File: src/rtl/rom_burst_reader.sv
// rom_burst_reader: burst read initiator for one port of the synchronous
// dual-port ROM. Accepts (address, length) requests, issues ROM reads
// while absorbing the one-cycle read latency, and streams the words out
// on a valid/ready interface through a 3-entry buffer.
// Optional feature macro: ROM_READER_WRAP_EN (address wraps at the end of
// the ROM and the full saturated length is read).
module rom_burst_reader #(
  parameter int size  = 2048,
  parameter int width = 16,
  parameter int asize = $clog2(size)
) (
  input  logic             clk,
  input  logic             rst_n,
  input  logic             req_valid,
  output logic             req_ready,
  input  logic [asize-1:0] req_addr,
  input  logic [asize:0]   req_len,
  output logic             rom_en,
  output logic [asize-1:0] rom_addr,
  input  logic [width-1:0] rom_dout,
  output logic             out_valid,
  input  logic             out_ready,
  output logic [width-1:0] out_data,
  output logic             out_last,
  output logic             busy
);

  localparam int DEPTH = 3;
  localparam logic [asize:0] SIZE_W = (asize+1)'(size);
  localparam logic [asize:0] ONE_L  = (asize+1)'(1);
`ifdef ROM_READER_WRAP_EN
  localparam logic [asize-1:0] LAST_ADDR = asize'(size - 1);
`endif

  typedef enum logic [1:0] {
    ST_IDLE  = 2'd0,
    ST_FETCH = 2'd1,
    ST_DRAIN = 2'd2
  } state_t;

  state_t r_state;
  state_t w_state_next;

  logic [asize-1:0] r_addr;
  logic [asize:0]   r_remain;
  logic             r_infl;
  logic             r_infl_last;
  logic [width-1:0] r_fifo_data [DEPTH];
  logic             r_fifo_last [DEPTH];
  logic [1:0]       r_wr_ptr;
  logic [1:0]       r_rd_ptr;
  logic [1:0]       r_count;

  logic             w_req_ready;
  logic             w_rom_en;
  logic             w_push;
  logic             w_pop;
  logic [1:0]       w_count_next;
  logic [asize:0]   w_len_sat;
  logic [asize:0]   w_room;
  logic [asize:0]   w_eff_len;
  logic [asize-1:0] w_addr_next;

  // Effective burst length: saturate to the ROM depth, zero for an
  // out-of-range start address, and optionally truncate at the ROM end.
  always_comb begin
    w_len_sat = (req_len > SIZE_W) ? SIZE_W : req_len;
    w_room    = SIZE_W - {1'b0, req_addr};
    w_eff_len = '0;
    if ({1'b0, req_addr} < SIZE_W) begin
`ifdef ROM_READER_WRAP_EN
      w_eff_len = w_len_sat;
`else
      w_eff_len = (w_len_sat < w_room) ? w_len_sat : w_room;
`endif
    end
  end

  // Next read address, wrapping at the last ROM word when enabled.
  always_comb begin
`ifdef ROM_READER_WRAP_EN
    w_addr_next = (r_addr == LAST_ADDR) ? '0 : r_addr + asize'(1);
`else
    w_addr_next = r_addr + asize'(1);
`endif
  end

  // Buffer occupancy bookkeeping: a read in flight always lands one cycle
  // later, so the issue rule counts it against the free space.
  assign w_push       = r_infl;
  assign w_pop        = (r_count != 2'd0) && out_ready;
  assign w_count_next = r_count + {1'b0, w_push} - {1'b0, w_pop};

  // State register.
  always_ff @(posedge clk or negedge rst_n) begin
    if (!rst_n) begin
      r_state <= ST_IDLE;
    end else begin
      r_state <= w_state_next;
    end
  end

  // Next-state and registered-only ROM issue decision.
  always_comb begin
    w_state_next = r_state;
    w_req_ready  = 1'b0;
    w_rom_en     = 1'b0;
    case (r_state)
      ST_IDLE: begin
        w_req_ready = 1'b1;
        if (req_valid && (w_eff_len != '0)) begin
          w_state_next = ST_FETCH;
        end
      end
      ST_FETCH: begin
        w_rom_en = (({1'b0, r_count} + {2'b00, r_infl}) <= 3'd2);
        if (w_rom_en && (r_remain == ONE_L)) begin
          w_state_next = ST_DRAIN;
        end
      end
      ST_DRAIN: begin
        if (!r_infl && (w_count_next == 2'd0)) begin
          w_state_next = ST_IDLE;
        end
      end
      default: w_state_next = ST_IDLE;
    endcase
  end

  // Request capture, address/length counters, in-flight tracking and FIFO.
  always_ff @(posedge clk or negedge rst_n) begin
    if (!rst_n) begin
      r_addr      <= '0;
      r_remain    <= '0;
      r_infl      <= 1'b0;
      r_infl_last <= 1'b0;
      r_wr_ptr    <= 2'd0;
      r_rd_ptr    <= 2'd0;
      r_count     <= 2'd0;
      for (int i = 0; i < DEPTH; i++) begin
        r_fifo_data[i] <= '0;
        r_fifo_last[i] <= 1'b0;
      end
    end else begin
      if (w_req_ready && req_valid) begin
        r_addr   <= req_addr;
        r_remain <= w_eff_len;
      end else if (w_rom_en) begin
        r_addr   <= w_addr_next;
        r_remain <= r_remain - ONE_L;
      end
      r_infl      <= w_rom_en;
      r_infl_last <= w_rom_en && (r_remain == ONE_L);
      if (w_push) begin
        r_fifo_data[r_wr_ptr] <= rom_dout;
        r_fifo_last[r_wr_ptr] <= r_infl_last;
        r_wr_ptr <= (r_wr_ptr == 2'd2) ? 2'd0 : r_wr_ptr + 2'd1;
      end
      if (w_pop) begin
        r_rd_ptr <= (r_rd_ptr == 2'd2) ? 2'd0 : r_rd_ptr + 2'd1;
      end
      r_count <= w_count_next;
    end
  end

  assign req_ready = w_req_ready;
  assign busy      = !w_req_ready;
  assign rom_en    = w_rom_en;
  assign rom_addr  = r_addr;
  assign out_valid = (r_count != 2'd0);
  assign out_data  = r_fifo_data[r_rd_ptr];
  assign out_last  = r_fifo_last[r_rd_ptr];

endmodule

File: config.mk
export PLATFORM = sky130hd
export DESIGN_NAME = rom_burst_reader
export DESIGN_NICKNAME = d
export VERILOG_FILES = /design/src/rtl/rom_burst_reader.sv
export SDC_FILE = /design/constraint.sdc
export NUM_CORES = 1
export LEC_CHECK = 0
export BUFFER_PORTS_ARGS = -buffer_cell sky130_fd_sc_hd__buf_2
export CORE_MARGIN = 5
export CORE_UTILIZATION = 45
export DETAILED_ROUTE_END_ITERATION = 8
export GPL_ROUTABILITY_DRIVEN = 0
export GPL_TIMING_DRIVEN = 0
export PLACE_DENSITY = 0.66
export SLEW_MARGIN = 25
export SYNTH_ARGS = -nofsm -noshare
export SYNTH_HDL_FRONTEND = slang
export SYNTH_SLANG_ARGS = --single-unit
File: constraint.sdc
create_clock -name clk -period 2.95 [get_ports clk]
set_input_delay 0.59 -clock clk [delete_from_list [all_inputs] [get_ports clk]]
set_output_delay 0.59 -clock clk [all_outputs]
set_load 0.01 [all_outputs]
==> metrics.txt <==
final net count 622; FF+latch count, synth 84; clk slew on worst S/H paths 0.08 ns; core box area 0.0104 mm²; first-pass GRT wire length 18.3 mm; DRC 0; CP required 3.16 ns; initial cell density of the core 0.462; die height 113 µm; Max Buffers Root-to-Sink 2; syn nets 526; slowest CP cell or4_4; chip width 113 µm; Placed Cells 672; number of flops mapped to enable cells by yosys 0; crit-path cells buf_12, or4_4, or4_4, xnor2_4, ha_4, and4_1, nand2_1, a21oi_1, a2111o_1, buf_8, buf_4, buf_8, mux2i_2, o21ai_1; DP Worst Slack -0.962 ns; Worst path depth 14; sequential share of the synthesized area 0.439; Crit Path Class in -> reg; final hold slack 0.182 ns; CP delay by family, top simple AND/OR/NAND/NOR gates; worst setup margin -0.288 ns; share of post-route cells with drive strength above 1 0.352; Worst slew margin 0.462; worst skew pair latency 0.35 ns; pin slew with the least headroom to its limit 0.802 ns; r2r worst-path depth 11; clock buffer count from CTS 9; Post-Route WL 11.0 mm; CP max FO 7; area leader, netlist dfrtp_1; Root Driver clkbuf_8; clock skew 0.00840 ns; clk sink count 84; H-tree levels 3; final worst-path cycle share 1.10; synth top area cells dfrtp_1 (44%), mux2_2 (14%), ha_1 (5.2%), nand2_1 (4.5%), mux2i_1 (4.2%); status complete, but fails checks; vias in the first global route 3823; TritonRoute pass-1 iters 4; antenna diode count 0; Min Clock Period, post-route 3.24 ns; critical path arrival 3.45 ns; Setup violations, final 13; synth warn 0; DIE AREA 0.0128 mm²; top_reg_cell synth dfrtp_1; Routed Antenna Nets 0; CTS tree built; CP max stage delay 0.57 ns; Via Count 3801; peak supply drop 0.000393 V; pwr dens 979 mW/mm²; RSZ-0062 raised after global routing yes; I/O pin cnt 75; gr ovfl total 0; max_cap viols 0; vias per std cell 5.44; Gate Count Post-Synth 463; Lkg Pwr 2.67 nW; top cell type's share of synthesized area 0.439; failing checks setup timing; async set-reset flop share out of synthesis 1.00; Non-Filler Instances 699; final hold vios 0; Wirelength per Cell 15.8 µm; Synth Cell Area 0.00479 mm²; Final Util 0.564; DR iter-0 viols 293; crit start category primary input; Buffers on Ports 72; largest net degree at the start of global routing 54; commonest non-fill, non-tap cell in the layout dfrtp_1; Total Power 5.72 mW; most frequent cells in the layout dfrtp_1 (84), buf_2 (69), mux2_2 (59), nand2_1 (57), o21ai_0 (29); Detail Placement HPWL 8.15 mm; cell row count 37; Hold WC Path Type in -> async; Peak Freq 309 MHz; area delta synth->final 21.9%; syn_area_per_cell 10.4 µm²; unique cell type count in the Yosys netlist 57; initial antenna violation count 0; Overall Global Routing Usage 0.177; Final Max Tran Viols 0; WP buf/inv 4; Worst Setup End Kind register; fill cell count 914
-- logic make-up after synthesis --
| family | after synthesis | synth area share |
|---|---|---|
| compound gates | 84 | 0.114 |
| xor+xnor | 11 | 0.0201 |
| fa+ha+maj | 20 | 0.0522 |
| buf+inv | 43 | 0.0418 |
| flops | 84 | 0.439 |
| mux | 81 | 0.186 |
| simple gates | 140 | 0.148 |
-- per-stage QoR --
stage,area [µm²],TNS [ns]
after detailed placement,5430,-11.01
final,5840,-3.15
after global routing,5840,-4.10
after CTS,5770,-2.50
after global placement,5390,-10.35
after floorplan,4860,-5.49
-- worst reg2reg max path: cells and delay by family, from the launching register on --
kind	cells	cell delay, ns
adder cells (fa/ha/maj)	2	0.45
buffers and inverters	3	0.34
AO/OA/AOI/OAI	2	0.22
multiplexers	1	0.37
flip-flops	1	0.44
AND/OR/NAND/NOR	3	0.78
-- synth_stat cells, types with 3 or more instances --
cell type   n
a21o_1      3
and3_1      4
inv_1      22
xnor2_1     6
dfrtp_1    84
o31ai_1     3
xor2_1      5
nand3_1    12
clkbuf_8    3
clkbuf_1   15
nor3b_1     4
nor3_1      9
o311ai_0    5
nand4_1     4
o21ai_0    37
nand2_1    57
a21oi_1     9
mux2i_1    20
o211ai_1    7
nor2_1     15
ha_1       20
mux2_2     60
o31a_1      3
nor4_1      6
nor2b_1     7
-- state kept, by name, indices dropped and copies added (netlist names) --
name / count
r_rd_ptr: 2
r_wr_ptr: 2
r_infl: 1
r_remain: 12
r_state: 2
r_infl_last: 1
r_count: 2
r_fifo_data: 48
rom_addr: 11
r_fifo_last: 3
-- what timing repair did --
item | CTS | global route
endpoints found under the setup margin | 22 | 17
pin swaps | 10 | 3
hold buffers | 0 | 0
buffers inserted | 10 | 4
gates resized for setup | 18 | 10
gates cloned | 1 | 0
-- final cells by class --
class                   instances  area (µm²)  area share
multi-input cells             336        2650       0.453
plain buffers                  18         128      0.0218
flip-flops and latches         84        2100       0.360
inverters                      22        88.8      0.0152
well taps                     136         170      0.0291
repair buffers                 88         519      0.0888
clock inverters                 4        50.0     0.00856
clock buffers                  11         141      0.0242
-- metal layers --
layer | vias up | GRT usage | share of wire
met5 | - | 0 | 0
li1 | 1857 | - | -
met2 | 98 | 0.305 | 0.50
met3 | 17 | 0.0316 | 0.048
met1 | 1829 | 0.221 | 0.43
met4 | 0 | 0.0681 | 0.023
-- power breakdown --
group          switching [mW]  leakage (nW)  internal [mW]  total (mW)
Clock                   0.384        0.0914          0.408       0.792
Sequential              0.352          1.02           1.70        2.05
Combinational            1.52          1.56           1.35        2.87
-- path summary, 6_finish.rpt --
kind / slack [ns] / start / end
setup reg to reg: 0.30 / r_infl / r_remain[8]
hold reg to reg: 0.51 / r_remain[10] / r_remain[10]
min in group clk: 0.50 / rom_dout[12] / r_fifo_data[44]
max in group asynchronous: 2.18 / rst_n / r_remain[0]
hold / removal: 0.18 / rst_n / r_fifo_data[4]
setup / recovery: -0.29 / req_addr[2] / r_remain[8]
No activity file was read; power rests on OpenSTA's default activity.
